## src/rtl/cpu_ctrl_pkg.sv

```systemverilog
// Shared encodings for the CPU controller: FSM states, instruction fields,
// ALU operation codes and writeback selects.
package cpu_ctrl_pkg;

  // Controller FSM states
  typedef enum logic [2:0] {
    StWait,
    StDecode,
    StWriteImm,
    StGetA,
    StGetB,
    StAlu,
    StWriteReg
  } state_e;

  // Decoded instruction class; everything unsupported collapses to ClsIllegal
  typedef enum logic [2:0] {
    ClsIllegal,
    ClsMovImm,
    ClsMovReg,
    ClsAdd,
    ClsCmp,
    ClsAnd,
    ClsMvn
  } instr_class_e;

  // Opcode field values (IR[15:13])
  localparam logic [2:0] OpcMov = 3'b110;
  localparam logic [2:0] OpcAlu = 3'b101;

  // Op field values (IR[12:11]) under OpcMov
  localparam logic [1:0] OpMovReg = 2'b00;
  localparam logic [1:0] OpMovImm = 2'b10;

  // ALU operation codes, equal to the op field under OpcAlu
  localparam logic [1:0] AluAdd = 2'b00;
  localparam logic [1:0] AluCmp = 2'b01;
  localparam logic [1:0] AluAnd = 2'b10;
  localparam logic [1:0] AluMvn = 2'b11;

  // Writeback mux selects
  localparam logic [1:0] VselC     = 2'b00;
  localparam logic [1:0] VselImm8  = 2'b01;

  // Sign-extend an immediate of width w held in the low bits of a 16-bit word
  function automatic logic [15:0] sext16(input logic [15:0] val, input int unsigned w);
    logic [15:0] res;
    res = val;
    for (int unsigned i = 0; i < 16; i++) begin
      if (i >= w) res[i] = val[w-1];
    end
    return res;
  endfunction

endpackage

```

## src/rtl/cpu_ctrl_instr_decoder.sv

```systemverilog
// Combinational instruction decoder: field extraction, immediate sign
// extension and classification of the instruction word.
module instr_decoder
  import cpu_ctrl_pkg::*;
(
  input  logic [15:0]  ir_i,
  output logic [2:0]   opcode_o,
  output logic [1:0]   op_o,
  output logic [2:0]   rn_o,
  output logic [2:0]   rd_o,
  output logic [1:0]   sh_o,
  output logic [2:0]   rm_o,
  output logic [15:0]  sximm8_o,
  output logic [15:0]  sximm5_o,
  output instr_class_e iclass_o
);

  // Field extraction and immediate sign extension
  always_comb begin
    opcode_o = ir_i[15:13];
    op_o     = ir_i[12:11];
    rn_o     = ir_i[10:8];
    rd_o     = ir_i[7:5];
    sh_o     = ir_i[4:3];
    rm_o     = ir_i[2:0];
    sximm8_o = sext16({8'h00, ir_i[7:0]}, 8);
    sximm5_o = sext16({11'h000, ir_i[4:0]}, 5);
  end

  // Instruction classification; unknown opcode/op pairs are illegal
  always_comb begin
    iclass_o = ClsIllegal;
    if (ir_i[15:13] == OpcMov) begin
      if (ir_i[12:11] == OpMovImm) begin
        iclass_o = ClsMovImm;
      end else if (ir_i[12:11] == OpMovReg) begin
        iclass_o = ClsMovReg;
      end
    end else if (ir_i[15:13] == OpcAlu) begin
      unique case (ir_i[12:11])
        AluAdd:  iclass_o = ClsAdd;
        AluCmp:  iclass_o = ClsCmp;
        AluAnd:  iclass_o = ClsAnd;
        AluMvn:  iclass_o = ClsMvn;
        default: iclass_o = ClsIllegal;
      endcase
    end
  end

endmodule

```

## src/rtl/cpu_ctrl.sv

```systemverilog
// Multi-cycle CPU controller: instruction register plus the sequencing FSM
// that drives register-file and datapath strobes for each instruction.
module cpu_ctrl
  import cpu_ctrl_pkg::*;
(
  input  logic        clk,
  input  logic        reset,
  input  logic        s,
  input  logic        load,
  input  logic [15:0] in,
  output logic        w,
  output logic [2:0]  readnum,
  output logic [2:0]  writenum,
  output logic        write,
  output logic        loada,
  output logic        loadb,
  output logic        loadc,
  output logic        loads,
  output logic        asel,
  output logic        bsel,
  output logic [1:0]  vsel,
  output logic [1:0]  shift,
  output logic [1:0]  ALUop,
  output logic [15:0] sximm8,
  output logic [15:0] sximm5
);

  state_e       state_q, state_d;
  logic [15:0]  ir_q;

  logic [2:0]   opcode;
  logic [1:0]   op;
  logic [2:0]   rn;
  logic [2:0]   rd;
  logic [1:0]   sh;
  logic [2:0]   rm;
  instr_class_e iclass;

  // Ungated strobes; reset masks them before they leave the block
  logic write_raw, loada_raw, loadb_raw, loadc_raw, loads_raw;

  instr_decoder u_instr_decoder (
    .ir_i     (ir_q),
    .opcode_o (opcode),
    .op_o     (op),
    .rn_o     (rn),
    .rd_o     (rd),
    .sh_o     (sh),
    .rm_o     (rm),
    .sximm8_o (sximm8),
    .sximm5_o (sximm5),
    .iclass_o (iclass)
  );

  // State register and IR; IR only accepts a new word while idle
  always_ff @(posedge clk) begin
    if (reset) begin
      state_q <= StWait;
      ir_q    <= 16'h0000;
    end else begin
      state_q <= state_d;
      if (load && (state_q == StWait)) begin
        ir_q <= in;
      end
    end
  end

  // Next-state sequencing per instruction class
  always_comb begin
    state_d = state_q;
    unique case (state_q)
      StWait: begin
        if (s) state_d = StDecode;
      end
      StDecode: begin
        unique case (iclass)
          ClsMovImm:                 state_d = StWriteImm;
          ClsMovReg, ClsMvn:         state_d = StGetB;
          ClsAdd, ClsAnd, ClsCmp:    state_d = StGetA;
          default:                   state_d = StWait;
        endcase
      end
      StWriteImm: state_d = StWait;
      StGetA:     state_d = StGetB;
      StGetB:     state_d = StAlu;
      // CMP only updates status, so it skips register writeback
      StAlu:      state_d = (iclass == ClsCmp) ? StWait : StWriteReg;
      StWriteReg: state_d = StWait;
      default:    state_d = StWait;
    endcase
  end

  // Per-state datapath controls; everything idles at zero by default
  always_comb begin
    w         = 1'b0;
    readnum   = 3'd0;
    writenum  = 3'd0;
    write_raw = 1'b0;
    loada_raw = 1'b0;
    loadb_raw = 1'b0;
    loadc_raw = 1'b0;
    loads_raw = 1'b0;
    asel      = 1'b0;
    bsel      = 1'b0;
    vsel      = VselC;
    shift     = 2'b00;
    ALUop     = AluAdd;
    unique case (state_q)
      StWait: begin
        w = 1'b1;
      end
      StWriteImm: begin
        writenum  = rn;
        vsel      = VselImm8;
        write_raw = 1'b1;
      end
      StGetA: begin
        readnum   = rn;
        loada_raw = 1'b1;
      end
      StGetB: begin
        readnum   = rm;
        loadb_raw = 1'b1;
      end
      StAlu: begin
        shift = sh;
        bsel  = 1'b0;
        // MOV reg passes B through the ALU by zeroing the A operand
        asel  = (iclass == ClsMovReg);
        ALUop = (opcode == OpcAlu) ? op : AluAdd;
        if (iclass == ClsCmp) begin
          loads_raw = 1'b1;
        end else begin
          loadc_raw = 1'b1;
        end
      end
      StWriteReg: begin
        writenum  = rd;
        vsel      = VselC;
        write_raw = 1'b1;
      end
      default: ;
    endcase
  end

  // Reset suppresses strobes immediately, even mid-instruction
  always_comb begin
    write = write_raw & ~reset;
    loada = loada_raw & ~reset;
    loadb = loadb_raw & ~reset;
    loadc = loadc_raw & ~reset;
    loads = loads_raw & ~reset;
  end

endmodule
```

## config.mk

```make
export PLATFORM = sky130hd
export DESIGN_NAME = cpu_ctrl
export DESIGN_NICKNAME = d
export VERILOG_FILES = /design/src/rtl/cpu_ctrl_pkg.sv /design/src/rtl/cpu_ctrl_instr_decoder.sv /design/src/rtl/cpu_ctrl.sv
export SDC_FILE = /design/constraint.sdc
export NUM_CORES = 1
export LEC_CHECK = 0
export CELL_PAD_IN_SITES_DETAIL_PLACEMENT = 0
export CELL_PAD_IN_SITES_GLOBAL_PLACEMENT = 2
export CORE_MARGIN = 8
export CORE_UTILIZATION = 22
export CTS_CLUSTER_SIZE = 12
export DETAILED_ROUTE_END_ITERATION = 16
export GPL_TIMING_DRIVEN = 0
export PLACE_DENSITY_LB_ADDON = 0.2
export RECOVER_POWER = 25
export SYNTH_ARGS = -nofsm -noshare
export SYNTH_HDL_FRONTEND = slang
export SYNTH_SLANG_ARGS = --single-unit
```

## constraint.sdc

```tcl
create_clock -name clk -period 2.4 [get_ports clk]
set_input_delay 0.36 -clock clk [delete_from_list [all_inputs] [get_ports clk]]
set_output_delay 0.36 -clock clk [all_outputs]
set_load 0.05 [all_outputs]
```

# Word level (Yosys, flattened, before mapping)
# Index checks and enable logic that the tools add are counted.
[classes]
eq_ne = 18
mux = 24
reduce_logical = 6
n_bitwise = 6
[ops]
columns = ["cell", "n"]
rows = [
  ["$eq A3 B3 Y1 const B", 8],
  ["$mux W3", 5],
  ["$pmux W3 S5", 1],
  ["$eq A3 B2 Y1 const B", 4],
  ["$pmux W3 S2", 2],
  ["$pmux W3 S4", 1],
  ["$mux W1", 10],
  ["$pmux W3 S3", 1],
  ["$mux W2", 4],
  ["$eq A3 B1 Y1 const B", 2],
  ["$and A1 B1 Y1", 5],
  ["$eq A2 B2 Y1 const B", 2],
  ["$reduce_or A2 Y1", 2],
  ["$logic_not A3 Y1", 1],
  ["$reduce_or A3 Y1", 1],
  ["$eq A2 B1 Y1 const B", 1],
  ["$logic_not A2 Y1", 1],
  ["$ne A2 B2 Y1 const B", 1],
  ["$logic_and A1 B1 Y1", 1],
  ["$not A1 Y1", 1],
]
[totals]
out_inout_bits = 52
regBits = 19
input_bits = 20
wordCells = 56

# Logic depth before layout (Yosys ltp)
# Gate-level depths: netlist (run 1).
[depth]
word_depth = 8
mapped_depth = 7
depth_no_buf = 6

# Hierarchy
# Synthesis (run 1) repeated with hierarchy kept, for this count alone.
[unflattened]
cells_unflattened = 189
hier_area_um2 = 1432.6
[by_module_without_submodules]
columns = ["module", "n_inst", "cells_each", "area_per_inst_um2", "seq_area_each_um2"]
rows = [
  ["cpu_ctrl", 1, 128, 982.2, 380.4],
  ["instr_decoder", 1, 61, 450.4, 0.0],
]

# Worst setup path before layout (run 1)
# OpenSTA, ideal clock, no wires.
[synth_path]
path_type = "reg2out"
startpoint = "register state_q[0]"
endpoint = "output loadb"
path_buffers = 1
t_arrival_ns = 2.026
t_required_ns = 2.040
path_stages_with_launch = 3
slack_ns = 0.014
path_cell_list = "dfxtp_1 clkbuf_8 nor4_1"
[synth_between]
elab_chain_cells = 3
[synth_rtl]
columns = ["item", "line_no", "rtl"]
rows = [
  ["start: declaration", "cpu_ctrl.sv:28", "state_e state_q, state_d;"],
  ["start signal: assignment", "cpu_ctrl.sv:58", "state_q <= StWait;"],
  ["start signal: assignment", "cpu_ctrl.sv:61", "state_q <= state_d;"],
  ["$eq A3 B3 Y1", "cpu_ctrl.sv:108", "unique case (state_q)"],
  ["$mux W1", "cpu_ctrl.sv:108", ""],
  ["$and A1 B1 Y1", "cpu_ctrl.sv:150", "loadb = loadb_raw & ~reset;"],
  ["end: declaration", "cpu_ctrl.sv:16", "output logic loadb,"],
]
# No other way between the ends.

# Final worst setup path (run 1)
[layout_path]
startpoint = "register state_q[0]"
endpoint = "output readnum[0]"
[layout_between]
elab_chain_cells = 2
word_cells_on_any_way = 3
classes_between = "eq/ne: 2; mux: 1"
[layout_rtl]
columns = ["item", "line_no", "rtl"]
rows = [
  ["$eq A3 B3 Y1 or $eq A3 B2 Y1 (tied branches)", "cpu_ctrl.sv:108", ""],
  ["$pmux W3 S2 *", "cpu_ctrl.sv:108", ""],
  ["end: declaration", "cpu_ctrl.sv:12", "output logic [2:0] readnum,"],
]
# Mark *: on every way between the ends. The rest lies on a longest branch, timed or not.

==> flow_summary.toml, run 1 <==
[outcome]
outcome = "finished, final reports clean"

[clock_tree]
clk_pin_slew_ps = 80
h-tree-depth = 1
hold_buffers = 0
clock-sinks = 19
cts_tree = "done"
clockRootBuffer = "clkbuf_8"
clk_latency_ps = 260
cts_max_path_buffers = 2
cts_made_buffers = 3

[power]
p_clk_share_pct = 24.0
p_leak_nw = 0.975
report.power.total_mw = 0.958
ir_drop_mv = 0.167
p_seq_share_pct = 37.0
pwr-share-comb_pct = 39.0
p_per_area_nw_per_um2 = 438
p_int_mw = 0.612
switching_share_pct = 36.1
p_switching_mw = 0.346

[setup_path]
r2r-end = "state_q[2]"
endpoint_kind = "primary output"
crit_arrival_ps = 1900
reg2reg_depth = 6
worstSetupStartpointType = "flop"
crit_start = "state_q[0]"
r2r_slack_ps = 620
crit_fanout = 10
crit_required_ps = 2040
crit_type = "flop to primary output"
rr_startpoint = "ir_q[11]"

[final_layout]
drive_gt1_share_pct = 22.7
num_antenna_cells = 0
nFillCells = 680
area_growth_pct = 58.7
seqCellArea_um2 = 380
nets = 279
multiInputGateArea_um2 = 643
utilization_pct = 35.2

[sta]
max_slew.worst_pin.slew_ps = 537
clock.fmax_mhz = 442
fin_crit_sh_pct = 94.2
slew_violations = 0
max_slew_margin_pct = 64.2
tns_ps = 0
worst_clock_skew_ps = 6.66
rsz0062_at_grt = "no"
finalCriticalPeriod_ps = 2260
setup_ws_ps = 139
hold_viol = 0
setup_viol = 0

[run]
maxCapViolations = 0

[grt]
grt_pass1_vias = 1438
grt_pass1_wl_um = 7070
grt_overflow = 0
grt_max_degree = 16
grt.total_usage_pct = 9.78
antenna_found_initial = 0

[floorplan]
fp.dieW_um = 95.1
rows = 29
dieArea_um2 = 9040
core_um2 = 6200
start_util_pct = 22.2
io_pins = 72
die_y_um = 95.1

[logic_synthesis]
netlist_instances = 181
yosysUniqueCellTypes = 41
synth.top_cell.area_share_pct = 27.6
yosys-top-cells-area = "dfxtp_1, buf_4, nand2_1"
syn_area_per_cell_um2 = 7.60
seq_area_frac_synth_pct = 27.6
syn_area_um2 = 1380
yosys_warnings = 0
synth.largest_area_cell = "dfxtp_1"
synth-seq-cells = 19

[placed_design]
dp_slack_ps = -254
port_buffers = 69
hpwl_um = 3450
globalplace.congestion = 0.689

[hold_path]
hold_start = "ir_q[10]"
min_to = "ir_q[10]"
min_path_cells = 2
hp-class = "flop to flop"

[detailed_routing]
via_count = 1361
avgViaCountPerCell = 4.10
drcViolationCount = 0
antenna_left = 0
wl_per_cell_um = 13.1
dr.pass1.iters = 4
wl_um = 4340
drtIter0Drc = 24
==> flip-flops by register name (all words and copies together) (netlist names) <==
| register | count |
|---|---|
| ir_q | 16 |
| state_q | 3 |
==> power groups by stage <==
stage	logic, mW	clock network, mW	registers [mW]
4_1_cts	0.378	0.241	0.356
3_5_place_dp	0.377	0	0.363
2_1_floorplan	0.258	0	0.356
3_3_place_gp	0.377	0	0.363
5_1_grt	0.399	0.258	0.360
6_report	0.373	0.230	0.355
==> cells by family (layout without fill, tap and decap cells) <==
logic type	Yosys count	in the layout	synth area share, %
AND/OR/NAND/NOR	80	80	29.4
other	1	2	0.272
AO/OA/AOI/OAI	28	28	12.9
multiplexers	2	2	1.45
adder cells (fa/ha/maj)	3	3	2.73
flip-flops	19	19	27.6
buffers and inverters	48	121	25.6
==> critical path, stage by stage (launching register included) <==
cell           delay [ps]
dfxtp_1               350
clkbuf_8              170
nor3_1                370
a22o_1                200
dlygate4sd2_1         550
==> routing by layer <==
layer	track usage, %	part of all wire (%)
met2	16.7	45
met4	2.73	0.88
met5	0	0
met3	4.49	10
met1	10.6	43
==> synth_stat cells <==
library cell  count
nor2_1           10
nor4b_1           1
a211oi_1          1
nand2b_1          1
nand3_1           1
and3_1            1
nand3b_1          2
clkbuf_1          2
a21boi_2          1
o32ai_1           1
conb_1            1
a21oi_1          18
a32o_1            2
a311oi_1          1
inv_1             4
nand4_1           1
a22o_1            2
nor4_2            1
or3b_1            1
or3_1             1
nor3_1            4
and2_1            6
mux2i_1           2
buf_2             1
buf_4            36
nor3_2            2
buf_6             2
nand2_1          40
nor3b_2           1
o21ai_0           1
clkbuf_2          1
dfxtp_1          19
nor2b_2           1
and2b_2           1
clkbuf_8          2
nor2b_1           1
nor4_1            2
or2b_1            1
nor3b_1           1
ha_1              3
a2bb2oi_1         1
==> final cells by class <==
cell class                      count  area share, %
Timing Repair Buffer               69           30.5
Multi-Input combinational cell    115           29.4
Sequential cell                    19           17.4
Buffer                             44           15.5
Tap cell                           77           4.41
Clock buffer                        4           2.06
Inverter                            4          0.687
==> worst max path at each step <==
stage | to | slack (ps) | depth (start not counted)
2_1_floorplan | loadb | 10 | 2
5_1_grt | readnum[0] | 20 | 4
3_5_place_dp | loadb | -250 | 4
6_report | readnum[0] | 140 | 4
3_3_place_gp | loadb | -300 | 4
4_1_cts | ALUop[0] | 3 | 6
==> metrics by stage <==
| step | area [µm²] | hold WS (ps) | instances |
|---|---|---|---|
| CTS | 2200 | 463 | 332 |
| finish | 2180 | 461 | 332 |
| detailed placement | 2170 | 451 | 328 |
| global route | 2180 | 498 | 332 |
| floorplan | 1380 | 431 | 182 |
| global placement | 2170 | 449 | 328 |
==> placed cells by master (no fill, tap or decap), types with 2 or more instances in the layout <==
cell | Yosys | layout
dfxtp_1 | 19 | 19
a22o_1 | 2 | 2
dlygate4sd2_1 | 0 | 6
nor4_1 | 2 | 2
clkbuf_1 | 2 | 2
dlymetal6s2s_1 | 0 | 4
buf_4 | 36 | 36
nor2_1 | 10 | 10
clkbuf_8 | 2 | 5
nand3b_1 | 2 | 2
buf_6 | 2 | 2
and2_1 | 6 | 5
nand2_1 | 40 | 40
a21oi_1 | 18 | 18
ha_1 | 3 | 3
mux2i_1 | 2 | 2
a32o_1 | 2 | 2
conb_1 | 1 | 2
clkbuf_2 | 1 | 8
nor3_1 | 4 | 6
clkdlybuf4s50_1 | 0 | 52
inv_1 | 4 | 4
==> what timing repair did <==
item                       4_1_cts  5_1_grt
cloned                           0        0
gates resized for setup         18       22
setup endpoints to repair       13       11
setup buffers                    0        0
(Power assumes the default switching activity.)
==> run 2, diff against run 1 <==
- CORE_MARGIN: 8 -> unset
==> flow_summary.toml, run 2 (same netlist as run 1, synthesis figures left out) <==
[outcome]
outcome = "finished, final reports clean"

[clock_tree]
cts_max_path_buffers = 2
clockRootBuffer = "clkbuf_8"
cts_tree = "done"
clk_pin_slew_ps = 70
cts_made_buffers = 3
clk_latency_ps = 260
post_cts.repair.setup_buffers = 0
hold_buffers = 0
clock-sinks = 19
h-tree-depth = 1

[sta]
max_slew.worst_pin.slew_ps = 518
clock.fmax_mhz = 441
whs_ps = 453
setup_viol = 0
finalCriticalPeriod_ps = 2270
hold_viol = 0
worst_clock_skew_ps = 2.86
tns_ps = 0
rsz0062_at_grt = "yes"
slew_violations = 0
max_slew_margin_pct = 65.4
fin_crit_sh_pct = 94.4

[power]
p_clk_share_pct = 23.8
switching_share_pct = 35.8
p_switching_mw = 0.341
ir_drop_mv = 0.268
p_per_area_nw_per_um2 = 434
p_int_mw = 0.612
pwr-share-comb_pct = 38.9
p_seq_share_pct = 37.3
p_leak_nw = 0.972

[floorplan]
rows = 28
fp.dieW_um = 81.1
core_um2 = 5990
start_util_pct = 23.0
die_y_um = 81.1
dieArea_um2 = 6580
io_pins = 72

[run]
maxCapViolations = 0

[final_layout]
drive_gt1_share_pct = 23.1
final_common_cell = "clkdlybuf4s50_1"
num_antenna_cells = 0
nets = 279
largest_reg_flops = 16
seqCellArea_um2 = 380
nFillCells = 631
regMostFlops = "ir_q"
final_area_um2 = 2190
reg_top3 = "ir_q x16, state_q x3"
area_growth_pct = 59.4
final_cell_mix = "clkdlybuf4s50_1, nand2_1, buf_4, dfxtp_1, a21oi_1"
multiInputGateArea_um2 = 648

[detailed_routing]
via_count = 1366
drtIter0Drc = 44
wl_per_cell_um = 11.5
dr.pass1.iters = 4
wl_um = 3800
drcViolationCount = 0
avgViaCountPerCell = 4.14
antenna_left = 0

[setup_path]
worstSetupStartpointType = "flop"
crit_arrival_ps = 1910
crit_required_ps = 2040
crit_family = "simple AND/OR/NAND/NOR gates"
cp_num_buf_inv = 2
crit_fanout = 4
critPathMaxStageDelay_ps = 400
slowest_stage = "dfxtp_1"
crit_type = "flop to primary output"
crit_chain = "inv_1 > ha_1 > nor2_1 > nand4_1 > nor3b_1 > clkdlybuf4s15_2"
endpoint_kind = "primary output"

[grt]
grt.total_usage_pct = 12.0
grt_pass1_wl_um = 6010
grt_max_degree = 16
grt_overflow = 0
antenna_found_initial = 0
grt_pass1_vias = 1260

[placed_design]
place_area_um2 = 2160
port_buffers = 69
hpwl_um = 2940
globalplace.congestion = 0.708

[hold_path]
hp-class = "flop to flop"
[run 2: per-stage QoR]
| stage | std cells | power, mW | setup slack, ps | utilization, % |
|---|---|---|---|---|
| 2_1_floorplan | 182 | 0.615 | 14.5 | - |
| 3_3_place_gp | 326 | 0.737 | -312 | 36.1 |
| 3_5_place_dp | 326 | 0.736 | -289 | 36.1 |
| 4_1_cts | 330 | 0.967 | 0.753 | 36.8 |
| 5_1_grt | 330 | 1.00 | -3.89 | 36.6 |
| 6_report | 330 | 0.953 | 135 | 36.6 |
[run 2: worst min-delay path: stages, from the launching register on]
cell	delay [ps]
dfxtp_1	310
nand2_1	50
a21oi_1	50
[run 2: final cells by class]
| class | instances | area share (%) |
|---|---|---|
| clock buffer | 4 | 2.05 |
| buffer | 44 | 15.4 |
| sequential | 19 | 17.3 |
| tap | 75 | 4.28 |
| multi-input combinational | 115 | 29.5 |
| inverter | 4 | 0.685 |
| timing repair buffer | 69 | 30.7 |
[run 2: final timing paths]
path,startpoint,end,slack (ps),cells past startpoint
worst min register to register,ir_q[10],ir_q[10],450,2
worst min-delay path,ir_q[10],ir_q[10],450,2
worst max register to register,ir_q[12],state_q[2],610,6
worst max-delay path,ir_q[12],loadc,130,6
[run 2: metal layers]
layer	part of all wire [%]	GRT usage, %	wire length [µm]
met1	45	14.6	1700
met2	47	20.2	1790
met3	6.6	3.03	250
met4	1.3	4.29	51
met5	0	0	0
[run 2: timing repair]
action,in CTS,in global routing
pin swaps,0,0
setup endpoints to repair,13,9
resized for setup,26,16
cloned,0,0
[run 2: power groups by stage]
stage | clock, mW | sequential, mW | combinational (mW)
6_report | 0.227 | 0.355 | 0.371
5_1_grt | 0.249 | 0.359 | 0.396
4_1_cts | 0.237 | 0.356 | 0.374
3_5_place_dp | 0 | 0.363 | 0.372
3_3_place_gp | 0 | 0.363 | 0.374
2_1_floorplan | 0 | 0.356 | 0.258
